<file path="src/rtl/instr_fetch_decode_if.sv">
// instr_fetch_decode_if: ROM read bus plus decoded-instruction valid/ready bus.
// master = fetch/decode unit; slave = ROM + execute-stage side.
interface instr_fetch_decode_if;
  logic [31:0] imem_addr;
  logic [31:0] imem_data;
  logic        out_valid;
  logic        out_ready;
  logic [31:0] out_pc;
  logic [31:0] out_instr;
  logic [4:0]  out_dst;
  logic [4:0]  out_src_a;
  logic [4:0]  out_src_b;
  logic [31:0] out_imm;
  logic [2:0]  out_class;

  modport master (
    output imem_addr,
    input  imem_data,
    output out_valid,
    input  out_ready,
    output out_pc,
    output out_instr,
    output out_dst,
    output out_src_a,
    output out_src_b,
    output out_imm,
    output out_class
  );

  modport slave (
    input  imem_addr,
    output imem_data,
    input  out_valid,
    output out_ready,
    input  out_pc,
    input  out_instr,
    input  out_dst,
    input  out_src_a,
    input  out_src_b,
    input  out_imm,
    input  out_class
  );
endinterface

</file>
<file path="src/rtl/instr_fetch_decode.sv">
// instr_fetch_decode: PC + ROM fetch, field split, class decode, valid/ready out.
// Ports: clk, rst (async high), start; bus (imem_*, out_*); busy, halted, illegal.
// Optional IFD_ILLEGAL_TRAP_EN: unknown nonzero word raises illegal and halts.
module instr_fetch_decode #(
  parameter logic [31:0] RESET_PC = 32'd0,
  parameter logic [31:0] PC_STEP  = 32'd4,
  parameter logic [31:0] MAX_PC   = 32'd1020
) (
  input  logic clk,
  input  logic rst,
  input  logic start,
  instr_fetch_decode_if.master bus,
  output logic busy,
  output logic halted,
  output logic illegal
);

  localparam logic [2:0] C_NONE = 3'd0;
  localparam logic [2:0] C_LW   = 3'd1;
  localparam logic [2:0] C_SW   = 3'd2;
  localparam logic [2:0] C_ADD  = 3'd3;
  localparam logic [2:0] C_MUL  = 3'd4;

  typedef enum logic [1:0] {
    IDLE,
    FETCH,
    DRAIN,
    HALT
  } state_t;

  state_t state, state_nx;

  logic [31:0] pc;
  logic [31:0] w;
  logic [5:0]  op;
  logic [5:0]  funct;
  logic [2:0]  cls;
  logic        is_zero;
  logic        is_last;
  logic        trap;
  logic        load;
  logic        restart;
  logic        clr_valid;

  assign w       = bus.imem_data;
  assign op      = w[31:26];
  assign funct   = w[5:0];
  assign is_zero = (w == 32'd0);
  assign is_last = (pc == MAX_PC);

  assign bus.imem_addr = pc;
  assign busy   = (state == FETCH) || (state == DRAIN);
  assign halted = (state == HALT);

  always_comb begin
    cls = C_NONE;
    unique case (1'b1)
      (op == 6'b100011): cls = C_LW;
      (op == 6'b101011): cls = C_SW;
      (op == 6'b000000 && funct == 6'b100000): cls = C_ADD;
      (op == 6'b000000 && funct == 6'b011000): cls = C_MUL;
      default: cls = C_NONE;
    endcase
  end

`ifdef IFD_ILLEGAL_TRAP_EN
  logic ill_q;

  // load only fires on nonzero words, so NONE here means an unknown opcode
  assign trap    = (cls == C_NONE);
  assign illegal = ill_q;

  always_ff @(posedge clk or posedge rst) begin
    if (rst) begin
      ill_q <= 1'b0;
    end else if (restart) begin
      ill_q <= 1'b0;
    end else if (load) begin
      ill_q <= trap;
    end
  end
`else
  assign trap    = 1'b0;
  assign illegal = 1'b0;
`endif

  always_ff @(posedge clk or posedge rst) begin
    if (rst) begin
      state <= IDLE;
    end else begin
      state <= state_nx;
    end
  end

  always_comb begin
    state_nx  = state;
    load      = 1'b0;
    restart   = 1'b0;
    clr_valid = 1'b0;
    unique case (state)
      IDLE: begin
        if (start) begin
          restart  = 1'b1;
          state_nx = FETCH;
        end
      end
      FETCH: begin
        if (!bus.out_valid || bus.out_ready) begin
          if (is_zero) begin
            // slot is free or being accepted: nothing stays pending
            clr_valid = 1'b1;
            state_nx  = DRAIN;
          end else begin
            load = 1'b1;
            if (is_last || trap) begin
              state_nx = DRAIN;
            end
          end
        end
      end
      DRAIN: begin
        if (!bus.out_valid) begin
          state_nx = HALT;
        end else if (bus.out_ready) begin
          clr_valid = 1'b1;
        end
      end
      HALT: begin
        if (start) begin
          restart  = 1'b1;
          state_nx = FETCH;
        end
      end
      default: state_nx = IDLE;
    endcase
  end

  always_ff @(posedge clk or posedge rst) begin
    if (rst) begin
      pc            <= RESET_PC;
      bus.out_valid <= 1'b0;
      bus.out_pc    <= 32'd0;
      bus.out_instr <= 32'd0;
      bus.out_dst   <= 5'd0;
      bus.out_src_a <= 5'd0;
      bus.out_src_b <= 5'd0;
      bus.out_imm   <= 32'd0;
      bus.out_class <= 3'd0;
    end else begin
      if (restart) begin
        pc <= RESET_PC;
      end
      if (load) begin
        bus.out_valid <= 1'b1;
        bus.out_pc    <= pc;
        bus.out_instr <= w;
        bus.out_dst   <= w[25:21];
        bus.out_src_a <= w[20:16];
        bus.out_src_b <= w[15:11];
        bus.out_imm   <= {{16{w[15]}}, w[15:0]};
        bus.out_class <= cls;
        // the final address is fetched once; PC parks there
        if (!is_last) begin
          pc <= pc + PC_STEP;
        end
      end
      if (clr_valid) begin
        bus.out_valid <= 1'b0;
      end
    end
  end

endmodule

</file>
<file path="src/flat_wrapper.sv">
// flat-port wrapper written by rule: the top's interface ports become plain ports
module instr_fetch_decode_flat 
#(
  parameter logic [31:0] RESET_PC = 32'd0,
  parameter logic [31:0] PC_STEP  = 32'd4,
  parameter logic [31:0] MAX_PC   = 32'd1020
)
  (clk, rst, start, busy, halted, illegal, bus_imem_addr, bus_imem_data, bus_out_valid, bus_out_ready, bus_out_pc, bus_out_instr, bus_out_dst, bus_out_src_a, bus_out_src_b, bus_out_imm, bus_out_class);
  instr_fetch_decode_if bus_i ();
  input  logic clk;
  input  logic rst;
  input  logic start;
  output logic busy;
  output logic halted;
  output logic illegal;
  output wire logic [$bits(bus_i.imem_addr)-1:0] bus_imem_addr;
  input wire logic [$bits(bus_i.imem_data)-1:0] bus_imem_data;
  output wire logic [$bits(bus_i.out_valid)-1:0] bus_out_valid;
  input wire logic [$bits(bus_i.out_ready)-1:0] bus_out_ready;
  output wire logic [$bits(bus_i.out_pc)-1:0] bus_out_pc;
  output wire logic [$bits(bus_i.out_instr)-1:0] bus_out_instr;
  output wire logic [$bits(bus_i.out_dst)-1:0] bus_out_dst;
  output wire logic [$bits(bus_i.out_src_a)-1:0] bus_out_src_a;
  output wire logic [$bits(bus_i.out_src_b)-1:0] bus_out_src_b;
  output wire logic [$bits(bus_i.out_imm)-1:0] bus_out_imm;
  output wire logic [$bits(bus_i.out_class)-1:0] bus_out_class;
  assign bus_imem_addr = bus_i.imem_addr;
  assign bus_i.imem_data = bus_imem_data;
  assign bus_out_valid = bus_i.out_valid;
  assign bus_i.out_ready = bus_out_ready;
  assign bus_out_pc = bus_i.out_pc;
  assign bus_out_instr = bus_i.out_instr;
  assign bus_out_dst = bus_i.out_dst;
  assign bus_out_src_a = bus_i.out_src_a;
  assign bus_out_src_b = bus_i.out_src_b;
  assign bus_out_imm = bus_i.out_imm;
  assign bus_out_class = bus_i.out_class;
  instr_fetch_decode #(.RESET_PC(RESET_PC), .PC_STEP(PC_STEP), .MAX_PC(MAX_PC)) u_core (.clk(clk), .rst(rst), .start(start), .bus(bus_i), .busy(busy), .halted(halted), .illegal(illegal));
endmodule
</file>
<file path="config.mk">
export PLATFORM = sky130hd
export DESIGN_NAME = instr_fetch_decode_flat
export DESIGN_NICKNAME = d
export VERILOG_FILES = /design/src/rtl/instr_fetch_decode_if.sv /design/src/rtl/instr_fetch_decode.sv /design/src/flat_wrapper.sv
export SDC_FILE = /design/constraint.sdc
export NUM_CORES = 1
export LEC_CHECK = 0
export BUFFER_PORTS_ARGS = -buffer_cell sky130_fd_sc_hd__buf_2
export CELL_PAD_IN_SITES_DETAIL_PLACEMENT = 0
export CELL_PAD_IN_SITES_GLOBAL_PLACEMENT = 2
export CORE_MARGIN = 2
export CORE_UTILIZATION = 31
export CTS_CLUSTER_SIZE = 14
export DETAILED_ROUTE_END_ITERATION = 6
export MAX_ROUTING_LAYER = met4
export PLACE_DENSITY = 0.86
export SETUP_SLACK_MARGIN = 0.05
export SLEW_MARGIN = 40
export SYNTH_ARGS = -nofsm -noshare
export SYNTH_HDL_FRONTEND = slang
export SYNTH_SLANG_ARGS = --single-unit
</file>
<file path="constraint.sdc">
create_clock -name clk -period 6.2 [get_ports clk]
set_input_delay 0.93 -clock clk [delete_from_list [all_inputs] [get_ports clk]]
set_output_delay 0.93 -clock clk [all_outputs]
set_load 0.005 [all_outputs]
</file>
=== Word-level counts from Yosys, hierarchy flattened ===
Index checks and enable logic that the tools add are counted.

* Reduce and logical (&&, ||, !) cells: 11
* Add/sub/neg operators: 1
* Equal/unequal tests: 12
* Multiplexer cells: 22

{| class="wikitable"
|+ Operator list
! cell !! number
|-
| $mux W32 || 3
|-
| $add A32 B3 Y32 const B || 1
|-
| $eq A32 B10 Y1 const B || 1
|-
| $logic_not A32 Y1 || 1
|-
| $eq A6 B6 Y1 const B || 3
|-
| $pmux W3 S4 || 1
|-
| $mux W1 || 11
|-
| $mux W2 || 5
|-
| $eq A6 B5 Y1 const B || 1
|-
| $logic_not A6 Y1 || 1
|-
| $pmux W2 S3 || 1
|-
| $eq A2 B2 Y1 const B || 2
|-
| $ne A2 B2 Y1 const B || 2
|-
| $reduce_and A4 Y1 || 1
|-
| $ne A3 B1 Y1 const B || 1
|-
| $eq A2 B1 Y1 const B || 1
|-
| $logic_and A1 B1 Y1 || 2
|-
| $logic_not A2 Y1 || 1
|-
| $logic_or A1 B1 Y1 || 2
|-
| $ne A2 B1 Y1 const B || 1
|-
| $pmux W1 S2 || 1
|-
| $reduce_bool A2 Y1 || 1
|-
| $reduce_or A2 Y1 || 1
|-
| $logic_not A1 Y1 || 1
|}

* Input bits: 36
* Flip-flop bits (word level): 133
* Output and inout bits: 150

=== Longest topological paths before layout ===
* Depth in word-level cells: 6
* Mapped depth: 11
* Gate-level depth less buffers: 7

=== Least setup slack after synthesis ===
OpenSTA, ideal clock, no wires.

* Path kind: input-to-reg
* From: input port bus_imem_data[26]
* To: register u_core.pc[4] (netlist: u_core.bus.imem_addr[4])
* Slack: 3.633 ns
* Stages: 6
* Setup time: 0.126 ns
* Arrival: 2.441 ns
* Buffers on the path: 2
* Path through: nor4_2 -> nand4_1 -> o31a_1 -> buf_2 -> buf_2 -> a221o_1

* Word-level cells in the longest chain between the ends: 5

{| class="wikitable"
|+ Ends and longest elaborated chain
! what !! line !! RTL
|-
| start: declaration || flat_wrapper.sv:17 || <nowiki>input wire logic [$bits(bus_i.imem_data)-1:0] bus_imem_data;</nowiki>
|-
| $logic_not A32 Y1 || instr_fetch_decode.sv:48 || <nowiki>assign is_zero = (w == 32'd0);</nowiki>
|-
| $mux W1 || instr_fetch_decode.sv:109 || <nowiki>if (is_zero) begin</nowiki>
|-
| $mux W1 || instr_fetch_decode.sv:108 || <nowiki>if (!bus.out_valid || bus.out_ready) begin</nowiki>
|-
| $mux W1 || instr_fetch_decode.sv:100 || <nowiki>unique case (state)</nowiki>
|-
| $mux W32 || instr_fetch_decode.sv:153 || <nowiki>if (load) begin</nowiki>
|-
| end signal: assignment || instr_fetch_decode.sv:164 || <nowiki>pc <= pc + PC_STEP;</nowiki>
|-
| end: declaration || instr_fetch_decode.sv:33 || <nowiki>logic [31:0] pc;</nowiki>
|}

Every way passes these cells.
A chain may end at the register's enable or synchronous reset.

=== Worst setup path in the final report ===
* From: register u_core.state[1]
* To: register u_core.bus.out_class[0]

* Word-level cells in the longest chain between the ends: 2

{| class="wikitable"
|+ Ends and longest elaborated chain
! what !! line !! RTL
|-
| start: declaration || instr_fetch_decode.sv:31 || <nowiki>state_t state, state_nx;</nowiki>
|-
| start signal: assignment || instr_fetch_decode.sv:91 || <nowiki>state <= state_nx;</nowiki>
|-
| $eq A2 B1 Y1 || instr_fetch_decode.sv:100 ||
|-
| $mux W1 || instr_fetch_decode.sv:100 ||
|-
| end signal: assignment || instr_fetch_decode.sv:161 || <nowiki>bus.out_class <= cls;</nowiki>
|-
| end: declaration || instr_fetch_decode_if.sv:27 || <nowiki>output out_class</nowiki>
|}

Every way passes these cells.

==> results.py <==
metrics = {
    "global_route": {
        "overflow": 0,
        "grt_pass1_wl_mm": 23.7,
        "antenna_found_initial": 0,
        "grt_use_total": 0.175,
        "grt_start_max_net_pins": 103,
        "grt_pass1_vias": 4327,
    },
    "setup_path": {
        "worst_path_most_repeated_cell": "inv_1",
        "crit_end": "u_core.bus.out_class[0]$_DFFE_PP0P_",
        "startpoint": "u_core.state[1]$_DFFE_PP0P_",
        "critPathRequiredTime_ns": 6.43,
        "reg2reg_from": "u_core.state[1]$_DFFE_PP0P_",
        "crit_buf_inv": 3,
        "r2r_end": "u_core.bus.out_class[0]$_DFFE_PP0P_",
        "arrival_ns": 3.41,
        "slowest_stage": "o31a_2",
        "critPathCaptureType": "flip-flop",
        "worst-r2r-setup-slack_ns": 3.02,
        "crit_cells": 8,
        "path_delay_family": "compound AO/OA/AOI/OAI gates",
        "crit_type": "reg -> reg",
        "reg2regPathDepth": 8,
        "max_stage_delay_ns": 0.71,
        "path_max_fanout": 39,
        "crit_path_start_kind": "flip-flop",
        "path_cells": "inv_1 > ha_1 > inv_1 > nor2_2 > o31a_2 > buf_4 > o211ai_1 > o21a_1",
    },
    "drt": {
        "drc_errors": 0,
        "drt-pass1-iter-count": 4,
        "avgViaCountPerCell": 4.96,
        "vias": 4615,
        "wl_per_cell_um": 16.3,
        "detail_route.iter0.violations": 348,
        "wl_mm": 15.2,
        "ant_nets": 0,
    },
    "timing": {
        "grt_setup_unrepaired": "no",
        "worst_slew_pin_slew_ns": 0.758,
        "fin_crit_sh": 0.513,
        "final_hold_viol_count": 0,
        "worst_slack_ns": 3.02,
        "setup_viol": 0,
        "drv_slew": 0,
        "max_slew_margin": 0.495,
        "totalNegativeSetupSlack_ns": 0,
        "period_needed_ns": 3.18,
        "fin_worst_skew_ns": 0.00804,
        "timing.fmax_mhz": 314,
    },
    "die": {
        "rows": 47,
        "io_pins": 186,
        "dieHeight_um": 133,
        "start_util": 0.315,
        "die_w_um": 133,
        "core_sq_um": 16500,
        "dieArea_sq_um": 17800,
    },
    "cts": {
        "cts_made_buffers": 9,
        "cts_tree": "built",
        "cts_root_buf": "clkbuf_16",
        "clk_pin_slew_ns": 0.07,
        "cts_hold_buf": 0,
        "clock_latency_ns": 0.35,
        "htreeDepth": 3,
        "clkSinkCount": 102,
        "clockBufferDepth": 2,
        "post_cts_buffers": 0,
        "cts.repair.resized": 0,
    },
    "synthesis": {
        "ys_types": 51,
        "synth_area_sq_um": 5190,
        "synth-seq-cells": 102,
        "synth_flop_cell": "dfrtp_1",
        "ys_async_sr_fraction": 1.00,
        "synthesis.instances": 583,
        "yosys_warnings": 0,
        "syn_avg_cell_area_sq_um": 8.90,
        "synth_edf_count": 0,
        "yosysSeqAreaShare": 0.492,
        "synth_fp_nets": 624,
    },
    "cells_and_area": {
        "fillers": 1728,
        "n_antenna_cell": 0,
        "drive_gt1_frac": 0.311,
        "final_cells": 930,
        "fin_nets": 747,
        "syn2layout_area_growth_pct": 19.3,
    },
    "placed_design": {
        "io_buffers": 184,
        "hpwlAfterDp_mm": 10.7,
        "place_ws_ns": 2.85,
        "dp_cells": 915,
        "gp_congestion": 0.843,
    },
    "power_and_ir_drop": {
        "p_leak_nw": 3.24,
        "peakVddDrop_mv": 0.165,
        "pwr_density_cell_nw_per_um2": 366,
    },
    "run": {
        "maxCapViolCount": 0,
    },
    "run_status": {
        "run_status": "finished, final reports clean",
    },
    "hold_path": {
        "hold_class": "reg -> reg",
    },
}
==> registers in the layout (all words and copies together), names as in the netlist <==
| signal | flops |
|---|---|
| u_core.bus.imem_addr | 32 |
| u_core.bus.out_class | 3 |
| u_core.bus.out_dst | 4 |
| u_core.bus.out_instr | 24 |
| u_core.bus.out_pc | 32 |
| u_core.bus.out_src_a | 4 |
| u_core.bus.out_valid | 1 |
| u_core.state | 2 |
==> area by class of cell <==
cell class / count / area (sq um) / share of cell area
Clock buffer: 13 / 240 / 0.0388
Tap cell: 220 / 275 / 0.0445
Sequential cell: 102 / 2550 / 0.412
Clock inverter: 2 / 10.0 / 0.00162
Multi-Input combinational cell: 390 / 2090 / 0.338
Timing Repair Buffer: 189 / 966 / 0.156
Inverter: 14 / 55.1 / 0.00889
==> cell usage in the layout (no fill, tap or decap), drive strengths merged, types with 2 or more instances in the layout <==
master,synthesis,routed
nand2,193,193
buf,69,189
dfrtp,102,102
o21ai,27,27
nand3,19,19
nor4,19,19
inv,14,14
nand4,13,13
or4,13,13
nor2,13,13
clkbuf,8,13
o31ai,12,12
nor3,11,11
a221o,9,9
a21oi,9,9
or3,6,6
nor2b,5,5
ha,5,5
and2,4,4
a31oi,3,3
and3,3,3
o41ai,3,3
o311a,2,2
or2,2,2
nor4b,2,2
o211ai,2,2
o21a,2,2
clkinv,0,2
==> cell usage after synthesis (all sizes together) (2+ instances only) <==
cell type	number	area (sq um)
nor4b	2	17.5
and3	3	18.8
nor2	13	51.3
dfrtp	102	2550
or4	13	97.6
nor3	11	55.1
buf	69	480
nand2	193	724
o21a	2	15.0
o311a	2	20.0
or3	6	47.5
a31oi	3	18.8
a21oi	9	56.3
o21ai	27	146
a221o	9	90.1
nor4	19	138
nand4	13	81.3
and2	4	25.0
clkbuf	8	31.3
o31ai	12	95.1
nor2b	5	31.3
or2	2	12.5
nand3	19	108
ha	5	62.6
o41ai	3	26.3
inv	14	52.6
o211ai	2	15.0
==> kinds of logic (layout without fill, tap and decap cells) <==
| logic type | after synthesis | after routing | synth area share |
|---|---|---|---|
| xor+xnor | 1 | 1 | 0.00169 |
| fa+ha+maj | 5 | 5 | 0.0121 |
| compound gates | 75 | 75 | 0.105 |
| mux | 2 | 2 | 0.00410 |
| buf+inv | 91 | 218 | 0.109 |
| other cells | 1 | 1 | 0.000722 |
| simple gates | 306 | 306 | 0.276 |
| flops | 102 | 102 | 0.492 |
==> stage by stage <==
step | power, mW | cell area [sq um] | hold WS [ns] | util
3_3_place_gp | 1.77 | 5930 | 0.454 | 0.360
2_1_floorplan | 1.58 | 5190 | 0.467 | -
5_1_grt | 2.44 | 6190 | 0.502 | 0.376
4_1_cts | 2.31 | 6190 | 0.477 | 0.376
6_report | 2.27 | 6190 | 0.471 | 0.376
3_5_place_dp | 1.79 | 5940 | 0.461 | 0.360
==> layer usage <==
layer | wire length, um | GRT usage | up-vias
met1 | 6770 | 0.224 | 2269
met3 | 728 | 0.0297 | 20
met4 | 252 | 0.0615 | 0
met5 | 0 | - | -
met2 | 7410 | 0.281 | 129
li1 | - | - | 2197
==> tightest hold or removal path, delay by kind of cell (launching register included) <==
| family | cells | cell delay [ns] |
|---|---|---|
| flip-flops | 1 | 0.34 |
| AND/OR/NAND/NOR | 2 | 0.10 |
==> power by group <==
part	switching (mW)	internal [mW]
sequential	0.120	0.803
clock	0.239	0.270
combinational	0.500	0.336
total	0.859	1.41
==> worst min path at each step <==
stage / startpoint / endpoint / depth (start not counted)
global placement: u_core.bus.out_class[2]$_DFFE_PP0P_ / u_core.bus.out_class[2]$_DFFE_PP0P_ / 2
floorplan: u_core.bus.out_class[2]$_DFFE_PP0P_ / u_core.bus.out_class[2]$_DFFE_PP0P_ / 2
CTS: u_core.bus.out_instr[30]$_DFFE_PP0P_ / u_core.bus.out_instr[30]$_DFFE_PP0P_ / 2
detailed placement: u_core.bus.out_pc[1]$_DFFE_PP0P_ / u_core.bus.out_pc[1]$_DFFE_PP0P_ / 2
finish: u_core.bus.out_pc[1]$_DFFE_PP0P_ / u_core.bus.out_pc[1]$_DFFE_PP0P_ / 2
global route: u_core.bus.out_pc[29]$_DFFE_PP0P_ / u_core.bus.out_pc[29]$_DFFE_PP0P_ / 2
Note: power is estimated with default switching activity, not from simulation.
